`src/rtl/btn_step_generator.sv`:
```
// Turns raw left/right buttons into clean one-cycle step pulses: sync, debounce, one pulse per press.
// Press-to-pulse latency SYNC_STAGES+DEBOUNCE_CYCLES+1 cycles; no backpressure; BTN_AUTO_REPEAT_EN adds hold-to-repeat.
module btn_step_generator #(
  parameter int SYNC_STAGES     = 2,
  parameter int DEBOUNCE_CYCLES = 1000000,
  parameter int REPEAT_DELAY    = 50000000,
  parameter int REPEAT_PERIOD   = 23000000
) (
  input  logic clk_100mhz,
  input  logic rst_n,
  input  logic btn_left,
  input  logic btn_right,
  output logic step_left,
  output logic step_right,
  output logic left_held,
  output logic right_held
);

  localparam int MAXA = (DEBOUNCE_CYCLES > REPEAT_DELAY) ? DEBOUNCE_CYCLES : REPEAT_DELAY;
  localparam int MAXP = (MAXA > REPEAT_PERIOD) ? MAXA : REPEAT_PERIOD;
  localparam int CW   = $clog2(MAXP + 1);

`ifdef BTN_AUTO_REPEAT_EN
  typedef enum logic [1:0] {S_IDLE, S_DELAY, S_REPEAT, S_LOCK} state_t;
`else
  typedef enum logic {S_IDLE, S_LOCK} state_t;
`endif

  state_t state_q, state_d;

  // Bit 0 is the left button, bit 1 the right button throughout.
  logic [SYNC_STAGES-1:0] sync_l_q, sync_r_q;
  logic [1:0]             sync_v;
  logic [1:0]             db_q, db_d;
  logic [1:0]             held_q;
  logic [1:0]             rise;
  logic [1:0]             step_q, step_d;
  logic [CW-1:0]          dbc_q [2];
  logic [CW-1:0]          dbc_d [2];

`ifdef BTN_AUTO_REPEAT_EN
  logic          dir_q, dir_d;
  logic [CW-1:0] rcnt_q, rcnt_d;
  logic [CW-1:0] rlim;
`endif

  assign sync_v = {sync_r_q[SYNC_STAGES-1], sync_l_q[SYNC_STAGES-1]};
  // held_q is the debounced level one cycle late, so it doubles as the edge reference.
  assign rise   = db_q & ~held_q;

  always_comb begin
    db_d = db_q;
    for (int i = 0; i < 2; i++) begin
      dbc_d[i] = '0;
      if (sync_v[i] != db_q[i]) begin
        if (dbc_q[i] == CW'(DEBOUNCE_CYCLES - 1)) begin
          db_d[i] = sync_v[i];
        end else begin
          dbc_d[i] = dbc_q[i] + 1'b1;
        end
      end
    end
  end

`ifdef BTN_AUTO_REPEAT_EN
  assign rlim = (state_q == S_DELAY) ? CW'(REPEAT_DELAY - 1) : CW'(REPEAT_PERIOD - 1);
`endif

  always_comb begin
    state_d = state_q;
    step_d  = 2'b00;
`ifdef BTN_AUTO_REPEAT_EN
    dir_d   = dir_q;
    rcnt_d  = rcnt_q;
`endif
    case (state_q)
      S_IDLE: begin
        // A rise while the other button is already down is a conflict, not a step.
        if ((rise[0] && db_q[1]) || (rise[1] && db_q[0])) begin
          state_d = S_LOCK;
        end else if (rise != 2'b00) begin
          step_d = rise;
`ifdef BTN_AUTO_REPEAT_EN
          dir_d   = rise[1];
          rcnt_d  = '0;
          state_d = S_DELAY;
`else
          state_d = S_LOCK;
`endif
        end
      end
`ifdef BTN_AUTO_REPEAT_EN
      S_DELAY, S_REPEAT: begin
        if (!db_q[dir_q]) begin
          state_d = S_IDLE;
          rcnt_d  = '0;
        end else if (rise[~dir_q]) begin
          state_d = S_LOCK;
          rcnt_d  = '0;
        end else if (rcnt_q == rlim) begin
          step_d[dir_q] = 1'b1;
          rcnt_d        = '0;
          state_d       = S_REPEAT;
        end else begin
          rcnt_d = rcnt_q + 1'b1;
        end
      end
`endif
      S_LOCK: begin
        if (db_q == 2'b00) state_d = S_IDLE;
      end
      default: state_d = S_IDLE;
    endcase
  end

  always_ff @(posedge clk_100mhz) begin
    if (!rst_n) begin
      sync_l_q <= '0;
      sync_r_q <= '0;
      db_q     <= '0;
      held_q   <= '0;
      step_q   <= '0;
      dbc_q[0] <= '0;
      dbc_q[1] <= '0;
      state_q  <= S_IDLE;
`ifdef BTN_AUTO_REPEAT_EN
      dir_q    <= 1'b0;
      rcnt_q   <= '0;
`endif
    end else begin
      sync_l_q <= {sync_l_q[SYNC_STAGES-2:0], btn_left};
      sync_r_q <= {sync_r_q[SYNC_STAGES-2:0], btn_right};
      db_q     <= db_d;
      held_q   <= db_q;
      step_q   <= step_d;
      dbc_q[0] <= dbc_d[0];
      dbc_q[1] <= dbc_d[1];
      state_q  <= state_d;
`ifdef BTN_AUTO_REPEAT_EN
      dir_q    <= dir_d;
      rcnt_q   <= rcnt_d;
`endif
    end
  end

  assign step_left  = step_q[0];
  assign step_right = step_q[1];
  assign left_held  = held_q[0];
  assign right_held = held_q[1];

endmodule

```
`config.mk`:
```
export PLATFORM = sky130hd
export DESIGN_NAME = btn_step_generator
export DESIGN_NICKNAME = d
export VERILOG_FILES = /design/src/rtl/btn_step_generator.sv
export SDC_FILE = /design/constraint.sdc
export NUM_CORES = 1
export LEC_CHECK = 0
export ABC_AREA = 1
export CAP_MARGIN = 40
export CORE_MARGIN = 2
export CORE_UTILIZATION = 45
export DETAILED_ROUTE_END_ITERATION = 6
export GPL_ROUTABILITY_DRIVEN = 0
export PLACE_DENSITY_LB_ADDON = 0.25
export SLEW_MARGIN = 5
export SYNTH_ARGS = -nofsm -noshare
export SYNTH_HDL_FRONTEND = slang
export SYNTH_SLANG_ARGS = --single-unit
```
`constraint.sdc`:
```
create_clock -name clk_100mhz -period 2.2 [get_ports clk_100mhz]
set_clock_uncertainty 0.05 [all_clocks]
set_input_delay 0.33 -clock clk_100mhz [delete_from_list [all_inputs] [get_ports clk_100mhz]]
set_output_delay 0.33 -clock clk_100mhz [all_outputs]
set_load 0.01 [all_outputs]
```
==> impl_results.md <==
- CP Class: flop to flop
- Post-DR wirelength/cell: 11.48 µm
- CP Buf/Inv Count: 3
- Insertion delay to the later sink of the worst-skew pair: 350 ps
- First-pass GRT wire length: 11660 µm
- Initial antenna violation count: 0
- CP max stage delay: 370 ps
- Compound-Gate Fraction of Synth Area: 4.801%
- Port Buffers: 7
- Critical Path Sink: dbc_q[0][43]
- Total power: 2.301 mW
- WP depth: 10
- Iter 0 DRT Violations: roughly 120
- Fmax: 0.6009 GHz
- Chip width: around 89 µm
- Final setup viols: 0
- Synth Register Bits: 63
- Post-CTS sizing: 0
- Crit-path slowest cell: dfxtp_1
- Synth cell types: 26
- Clock Path Buffers: 2
- Relative slew slack: between 70% and 80%
- Post-DP HPWL: 5031 µm
- CTS sink count: 63
- Synth Area in Simple Gates: 42.20%
- Fillcell total: 701
- WHS: 378.4 ps
- Fraction of layout cells with a size suffix above 1: a little under 7%
- Seq pwr share: 49.8%
- Hold Crit Class: flop to flop
- WL final: 6878 µm
- Clk pwr share: 49.1%
- Synth Area per Inst: 6.677 µm²
- Routed vias: approximately 2900
- Internal Pwr Total: 1.793 mW
- Footprint of the multi-input gates: about 1800 µm²
- Final cycle utilization of the critical path: 75.65%
- Metal-1 WL: 3230 µm
- H-tree levels: 3
- Reg2reg end: dbc_q[0][43]
- Worst setup SP type: flop
- Crit-path max FO: 26
- Pre-antenna DRT Iters: 4
- VDD IR max: 0.2786 mV
- WP data arrival: 1870 ps
- Layout Nets: 504
- DR vias/cell: 4.855
- Routed Antenna Nets: 0
- Synth Area in Adders: 0.7743%
- Postcts setup bufs: 0
- Hold_buf cts: 0
- Die area: between 7000 and 8000 µm²
- Fin. Hold Viols: 0
- R2R Setup Slk: approximately 540 ps
- TritonCTS clock tree: yes
- Seq/Total Area, Yosys: 39.02%
- Syn-to-layout area delta: 11.42%
- Global route overflow: 0
- Root buffer cell: clkbuf_8
- Commonest non-fill, non-tap cell in the layout: nand2_1
- Worst-Margin Slew: 427.3 ps
- Syn nets: between 400 and 500
- R2R cell count: 10
- Unrepaired setup endpoints after global routing: false
- Sw frac: between 20 and 25%
- Post-synthesis xor/xnor area fraction: 6.504%
- Drt drc: 0
- Crit path from: dbc_q[0][26]
- Met2 wire length: roughly 3300 µm
- Largest net degree at the start of global routing: 27
- Clk slew on worst S/H paths: 80 ps
- Main combinational cell family by area after synthesis: simple AND/OR/NAND/NOR gates
- Leakage power total: approximately 1.1 nW
- CP endpoint kind: flop
- Worst EP required: around 2400 ps
- Synth warnings: 0
- Worst r2r src: dbc_q[0][26]
- Area of the core: 6869 µm²
- Crit path time final: ~1700 ps
- Most frequent cells in the layout: nand2_1, nor2_1, dfxtp_1, inv_1, a21oi_1
- Pwr per Cell Area: 639.1 nW/µm²
- Met3 routed WL: 241 µm
- Slew Limit Fails: 0
- Comb power frac: 1.1%
- Initial Util: 47.05%
- Gate Count Post-Synth: roughly 480
- Row count: 30
- Diode count: 0
- Die Span Y: 88.75 µm
- CTS buffer count: 9
- Crit path max-delay family: simple AND/OR/NAND/NOR gates
- Total negative slack: 0 ps
- Status: completed
- Post-synthesis mux area share: 0%
- Max cap viols: 0
- CP cell instances: ha_1 -> nand3_4 -> clkinv_2 -> nand2_2 -> nor2_4 -> nand2_1 -> nand2_4 -> inv_1 -> nand2_1 -> inv_1
- FF/Latch Area: about 1300 µm²
- I/O pin cnt: 8
- Top layer in use: met4
- Post-Syn Area: 3232 µm²
- Net switching power: 0.5083 mW
- Total Routing Usage GR: 19.19%
- Vias in the first global route: between 2000 and 3000
-- flip-flops by register name, summed over array words and instances (netlist names) --
| name | flops |
|---|---|
| sync_l_q | 2 |
| dbc_q | 52 |
| state_q | 1 |
| db_q | 2 |
| step_q | 2 |
| held_q | 2 |
| sync_r_q | 2 |
-- worst reg2reg max path, stage by stage, from the launching register on --
cell      delay (ps)
dfxtp_1          370
ha_1             250
nand3_4          120
clkinv_2         100
nand2_2           60
nor2_4           110
nand2_1           90
nand2_4          250
inv_1             80
nand2_1           60
inv_1             30
-- cell type report --
type	instances	area share, %
multi-input cells	372	48.71
flip-flops and latches	63	35.02
clock inverters	7	2.710
clock buffers	9	3.440
repair buffers	8	2.154
inverters	44	4.621
well taps	96	3.336
-- layer usage --
metal / global-route usage, % / vias to the layer above
met5: 0 / -
met4: 6.749 / 0
li1: - / 1526
met1: 22.99 / 1332
met2: 33.31 / 42
met3: 4.757 / 8
-- power by group through the flow --
| stage | clock (mW) | combinational, mW | sequential, mW |
|---|---|---|---|
| CTS | 1.16 | 0.0258 | 1.15 |
| finish | 1.13 | 0.0250 | 1.15 |
| detailed placement | 0 | 0.0257 | 1.17 |
| global placement | 0 | 0.0254 | 1.17 |
| floorplan | 0 | 0.0192 | 1.17 |
| global route | 1.20 | 0.0279 | 1.15 |
-- cell families after synthesis --
family | Yosys count
simple gates | 317
flops | 63
buf+inv | 49
compound gates | 29
xor+xnor | 24
fa+ha+maj | 2
-- how the worst min path moves through the flow --
stage	from	cells after the start	to	slack (ps)
after detailed placement	sync_l_q[0]	2	sync_l_q[1]	370
after global routing	sync_r_q[0]	2	sync_r_q[1]	390
after CTS	sync_l_q[0]	2	sync_l_q[1]	380
after floorplan	sync_l_q[0]	2	sync_l_q[1]	340
after global placement	sync_l_q[0]	2	sync_l_q[1]	360
final	sync_l_q[0]	2	sync_l_q[1]	380
-- metrics by stage --
stage / cell area, µm² / setup WS, ps / utilization, % / cells
detailed placement: 3379 / 540.1 / 49.20 / 583
global placement: 3379 / 563.6 / 49.20 / 583
CTS: 3601 / 524.3 / 52.42 / 599
finish: 3601 / 535.8 / 52.42 / 599
global route: 3601 / 386.2 / 52.42 / 599
floorplan: 3232 / 742.1 / - / 484
-- synth_stat cells, drive strengths merged --
library cell | count | area share, %
a21oi | 24 | 3.7
buf | 5 | 1.5
clkinv | 1 | 0.15
dfxtp | 63 | 39
ha | 2 | 0.77
inv | 43 | 5.0
nand2 | 148 | 18
nand3 | 16 | 3.0
nand3b | 17 | 3.9
nand4 | 6 | 1.2
nor2 | 123 | 15
nor3 | 2 | 0.31
o211ai | 1 | 0.23
o21ai | 1 | 0.15
o21bai | 3 | 0.70
or2 | 5 | 0.97
xnor2 | 11 | 3.0
xor2 | 13 | 3.5
No activity file was read; power rests on OpenSTA's default activity.
==> patch 1, RTL diff (same flow settings) <==
The parameter `SYNC_STAGES` goes from 2 to 4.
--- a/src/rtl/btn_step_generator.sv
+++ b/src/rtl/btn_step_generator.sv
@@ -3,3 +3,3 @@
 module btn_step_generator #(
-  parameter int SYNC_STAGES     = 2,
+  parameter int SYNC_STAGES     = 4,
   parameter int DEBOUNCE_CYCLES = 1000000,
Function: no difference found for any inputs over 10 cycles, from zero or initial values and one cycle with rst_n low; that may be too few to reach the edited logic, so the function may still have changed.
==> patch 1 against the unedited design <==
Design area up 3.5%. Synthesized area up 3.9%. Count of clock-buffer cells in the layout up 1. Total power up 2.7%. Wire length down 0.16%. Setup slack worse by 0.079 ns. Sequential cell count up 4. Critical path type unchanged. Critical endpoint is now dbc_q[0][19]$_SDFF_PP0_. Largest cell class unchanged.
==> patch 1: results (changes against the unedited design) <==
Logic synthesis
  • Sequential cell area fraction in the yosys report: 39.9% (was 39.0%)
  • Top cells by area, synth: dfxtp_1 40%, nand2_1 17%, nor2_1 13%, inv_1 6.9%, nand3_1 4.3% (was dfxtp_1 39%, nand2_1 17%, nor2_1 14%, inv_1 4.9%, nand3b_1 3.9%)
  • Async S/R FF share, synth: 0% (unchanged)
  • Post-synth EDFFs: 0 (unchanged)
  • Synth unique cells: 26 (unchanged)
  • Post-Syn Nets: 520 (was 490)
  • Most frequent cells after synthesis: 151 x nand2_1, 120 x nor2_1, 67 x dfxtp_1, 62 x inv_1, 29 x nand3_1 (was 144 x nand2_1, 118 x nor2_1, 63 x dfxtp_1, 42 x inv_1, 24 x a21oi_1)

Setup path
  • Reg2reg path depth: 8 (was 10)
  • CP arrival: 1.91 ns (was 1.87 ns)
  • Peak fanout along the critical path: 25 (was 26)
  • R2r startpoint: dbc_q[0][0]$_SDFF_PP0_ (was dbc_q[0][26]$_SDFF_PP0_)
  • Reg-to-reg slack, setup: 0.46 ns (was 0.54 ns)
  • RR Endpoint: dbc_q[0][19]$_SDFF_PP0_ (was dbc_q[0][43]$_SDFF_PP0_)
  • Worst path max stage delay: 0.42 ns (was 0.37 ns)

CTS
  • Clk_lat worst skew: 0.33 ns (was 0.35 ns)
  • CTS root buffer: clkbuf_8 (unchanged)
  • CTS Buf Count: 9 (unchanged)
  • Post-CTS sizing: 0 (unchanged)

Global routing
  • GRT Overall Usage: 18.3% (was 19.2%)
  • Largest net degree at the start of global routing: 27 (unchanged)
  • Number of global-route vias before repair: 2745 (was 2673)
  • First-pass GRT wire length: 12200 um (was 11700 um)

Placement
  • Detailed placement HPWL: 5170 um (was 5030 um)
  • Placement Setup Slack: 0.453 ns (was 0.540 ns)

Route
  • Iter 0 DRT Violations: 112 (was 124)
  • Final WL: 6870 um (was 6880 um)
  • Detail Route Antenna Nets: 0 (unchanged)
  • Via count: 2957 (was 2908)

Layout
  • # nets final: 534 (was 504)
  • Share of cells above drive strength 1: 5.63% (was 6.96%)

Worst hold path
  • Hold Crit Depth: 2 (unchanged)
  • Tightest Hold Check Type: flop to flop (unchanged)
  • Worst Hold Launch: sync_l_q[0]$_SDFF_PN0_ (unchanged)

Power
  • Peak VDD IR: 374 uV (was 279 uV)
  • LEAKAGE: 1.17 nW (was 1.10 nW)

Timing
  • Slew headroom: 75.5% (was 71.4%)

Status
  • Outcome: completed (unchanged)
-- patch 1: per-layer routing --
metal / vias to the layer above / wire [um] / track usage, %
met5: - / 0 / 0
met4: 0 / 113 / 7.56
met3: 10 / 198 / 4.17
met2: 46 / 2820 / 27.3
met1: 1300 / 3740 / 25.4
li1: 1601 / - / -
-- patch 1: cells by family after synthesis --
logic type	count (synthesis)	synth area share (%)
simple gates	325	40.2
buf+inv	68	8.49
flops	67	39.9
compound gates	30	4.92
xor+xnor	22	5.74
fa+ha+maj	2	0.745
-- patch 1: worst reg2reg max path, delay by kind of cell, from the launching register on --
family	cells	cell delay (ns)
and+or+nand+nor	7	0.91
DFF	1	0.42
adders and majority gates	1	0.25
-- patch 1: worst max-delay path by stage --
stage,slack [ns],cells past startpoint,endpoint
floorplan,0.69,9,dbc_q[0][16]$_SDFF_PP0_
global placement,0.49,8,dbc_q[0][16]$_SDFF_PP0_
detailed placement,0.45,8,dbc_q[0][19]$_SDFF_PP0_
CTS,0.43,8,dbc_q[0][19]$_SDFF_PP0_
global route,0.25,8,dbc_q[0][44]$_SDFF_PP0_
finish,0.46,8,dbc_q[0][19]$_SDFF_PP0_
-- patch 1: final cells by class --
cell class	count	area, um2
Fill cell	749	3520
Clock inverter	6	88.8
Clock buffer	10	128
Tap cell	99	124
Timing Repair Buffer	8	77.6
Inverter	63	236
Multi-Input combinational cell	379	1730
Sequential cell	67	1340
-- patch 1: where the power goes --
| part | switching (mW) | leakage [nW] | total, mW | internal, mW |
|---|---|---|---|---|
| clock | 0.484 | 0.103 | 1.12 | 0.641 |
| combinational | 0.0106 | 0.523 | 0.0194 | 0.00884 |
| sequential | 0.00191 | 0.541 | 1.22 | 1.22 |
-- patch 1: stage by stage --
| stage | hold slack (ns) | std cells | util [%] | area [um2] |
|---|---|---|---|---|
| finish | 0.368 | 632 | 51.4 | 3730 |
| floorplan | 0.340 | 514 | - | 3360 |
| global placement | 0.344 | 616 | 48.4 | 3510 |
| detailed placement | 0.353 | 616 | 48.4 | 3510 |
| CTS | 0.369 | 632 | 51.4 | 3730 |
| global route | 0.383 | 632 | 51.4 | 3730 |
==> patch 2, RTL diff (config.mk and constraints unchanged) <==
Without the edit above. Register the outputs `step_left`, `step_right`, `left_held` and `right_held`, with the module's reset; this adds one clock of latency there.
--- a/src/rtl/btn_step_generator.sv
+++ b/src/rtl/btn_step_generator.sv
@@ -145,6 +145,15 @@
 
-  assign step_left  = step_q[0];
-  assign step_right = step_q[1];
-  assign left_held  = held_q[0];
-  assign right_held = held_q[1];
+  always_ff @(posedge clk_100mhz) begin
+    if (!rst_n) begin
+      step_left  <= '0;
+      step_right <= '0;
+      left_held  <= '0;
+      right_held <= '0;
+    end else begin
+      step_left  <= step_q[0];
+      step_right <= step_q[1];
+      left_held  <= held_q[0];
+      right_held <= held_q[1];
+    end
+  end
 
Check against the original RTL: no difference found for any inputs over 10 cycles, from zero or initial values and one cycle with rst_n low; that may be too few to reach the edited logic, so the function may still have changed.
==> patch 2 against the unedited design <==
Setup slack got worse by 0.13 ns. Total power decreased by 1.2%. Sequential power increased by 6%. Clock power is 9% lower. Design area grew 1.5%. Synthesized area rose by 2.2%. Wire length down 3.4%. Core utilization fell by 1.5 points. Sequential share of layout area is 1.7 points higher. Sequential cell count is 4 higher.
==> patch 2: results (changes against the unedited design) <==
Logic synthesis
  • Yosys reg bits: 67 (was 63)
  • Mapped Avg Cell Area: 6.52 um2 (was 6.68 um2)
  • Most frequent cells after synthesis: 151 x nand2_1, 121 x nor2_1, 67 x dfxtp_1, 54 x inv_1, 30 x nand3_1 (was 144 x nand2_1, 118 x nor2_1, 63 x dfxtp_1, 42 x inv_1, 24 x a21oi_1)
  • Top cells by area, synth: dfxtp_1 41%, nand2_1 17%, nor2_1 14%, inv_1 6.1%, nand3_1 4.5% (was dfxtp_1 39%, nand2_1 17%, nor2_1 14%, inv_1 4.9%, nand3b_1 3.9%)
  • Synth unique cells: 25 (was 26)
  • Sequential cell area fraction in the yosys report: 40.6% (was 39.0%)

Route
  • First-pass DRT Iterations: 5 (was 4)
  • Final WL: 6650 um (was 6880 um)
  • Via count: 2977 (was 2908)
  • DR vias/cell: 4.76 (was 4.85)

Layout
  • Non-clock inverters: 56 (was 44)
  • Final instance area: 3650 um2 (was 3600 um2)
  • Share of cells above drive strength 1: 5.70% (was 6.96%)
  • Clk tree area frac: 5.41% (was 6.15%)
  • Filler Cells Inserted: 735 (was 701)
  • NonClk Buf Share: 2.12% (was 2.15%)
  • Multi-input gate area: 1700 um2 (was 1750 um2)
  • # nets final: 527 (was 504)
  • Multi-input gates: 379 (was 372)
  • Seq. cell area: 1340 um2 (was 1260 um2)

Status
  • Outcome: completed (unchanged)

Global routing
  • GRT Overall Usage: 18.4% (was 19.2%)
  • GR met2 Demand/Resource: 27.7% (was 33.3%)
  • First-pass GRT wire length: 11500 um (was 11700 um)
  • GR Util met3: 4.75% (was 4.76%)
  • Met1 global-route usage: 25.4% (was 23.0%)

Timing
  • Slew headroom: 67.4% (was 71.4%)

CTS
  • Post-CTS setup buffers: 0 (unchanged)
  • Max clock buf depth: 2 (unchanged)
  • Clk_lat worst skew: 0.34 ns

Placement
  • DP Cell Count: 609 (was 583)
  • Area after DPL: 3460 um2 (was 3380 um2)
  • Placement Setup Slack: 0.396 ns (was 0.540 ns)
  • Detailed placement HPWL: 4960 um (was 5030 um)

Setup path
  • CP arrival: 1.97 ns (was 1.87 ns)
  • Slowest CP cell: dfxtp_1 (unchanged)
  • Peak fanout along the critical path: 26 (unchanged)

Power
  • LEAKAGE: 1.08 nW (was 1.10 nW)
  • Peak VDD IR: 402 uV (was 279 uV)

Die
  • Die Width: 89.7 um (was 88.7 um)
[patch 2: changes by cell type after synthesis, sizes merged, moves of 2 or more]
cell and change:
nand3 +15, nor3 -2, xnor2 +2, inv +13, a21oi +5, xor2 -5, nand3b -13, nand4 -2
dfxtp +4, nand2 +5, nor2 +3
[patch 2: power breakdown]
part	internal, mW	leakage [nW]	switching [mW]	total [mW]
clock	0.529	0.100	0.501	1.03
sequential	1.22	0.540	0.00279	1.22
combinational	0.0102	0.439	0.0158	0.0259
total	1.76	1.08	0.520	2.27
[patch 2: cells by family after synthesis]
group	Yosys count	share of synthesized area [%]
flip-flops	67	40.6
adder cells (fa/ha/maj)	2	0.757
AO/OA/AOI/OAI	33	5.23
XOR/XNOR	21	5.57
buffers and inverters	61	7.84
AND/OR/NAND/NOR	323	40.0
[patch 2: final timing paths]
path,startpoint,endpoint,slack (ns),cells past startpoint
setup / recovery,dbc_q[0][26]$_SDFF_PP0_,dbc_q[0][38]$_SDFF_PP0_,0.40,8
hold reg to reg,sync_l_q[0]$_SDFF_PN0_,sync_l_q[1]$_SDFF_PN0_,0.37,2
hold / removal,sync_l_q[0]$_SDFF_PN0_,sync_l_q[1]$_SDFF_PN0_,0.37,2
setup reg to reg,dbc_q[0][26]$_SDFF_PP0_,dbc_q[0][38]$_SDFF_PP0_,0.40,8
[patch 2: worst register-to-register path, delay by kind of cell, from the launching register on]
family | cells | cell delay [ns]
adders and majority gates | 1 | 0.22
DFF | 1 | 0.38
and+or+nand+nor | 7 | 1.01
[patch 2: layer usage]
metal | wire, um | vias up
met2 | 2880 | 52
met4 | 96 | 0
li1 | - | 1583
met5 | 0 | -
met3 | 275 | 9
met1 | 3400 | 1333
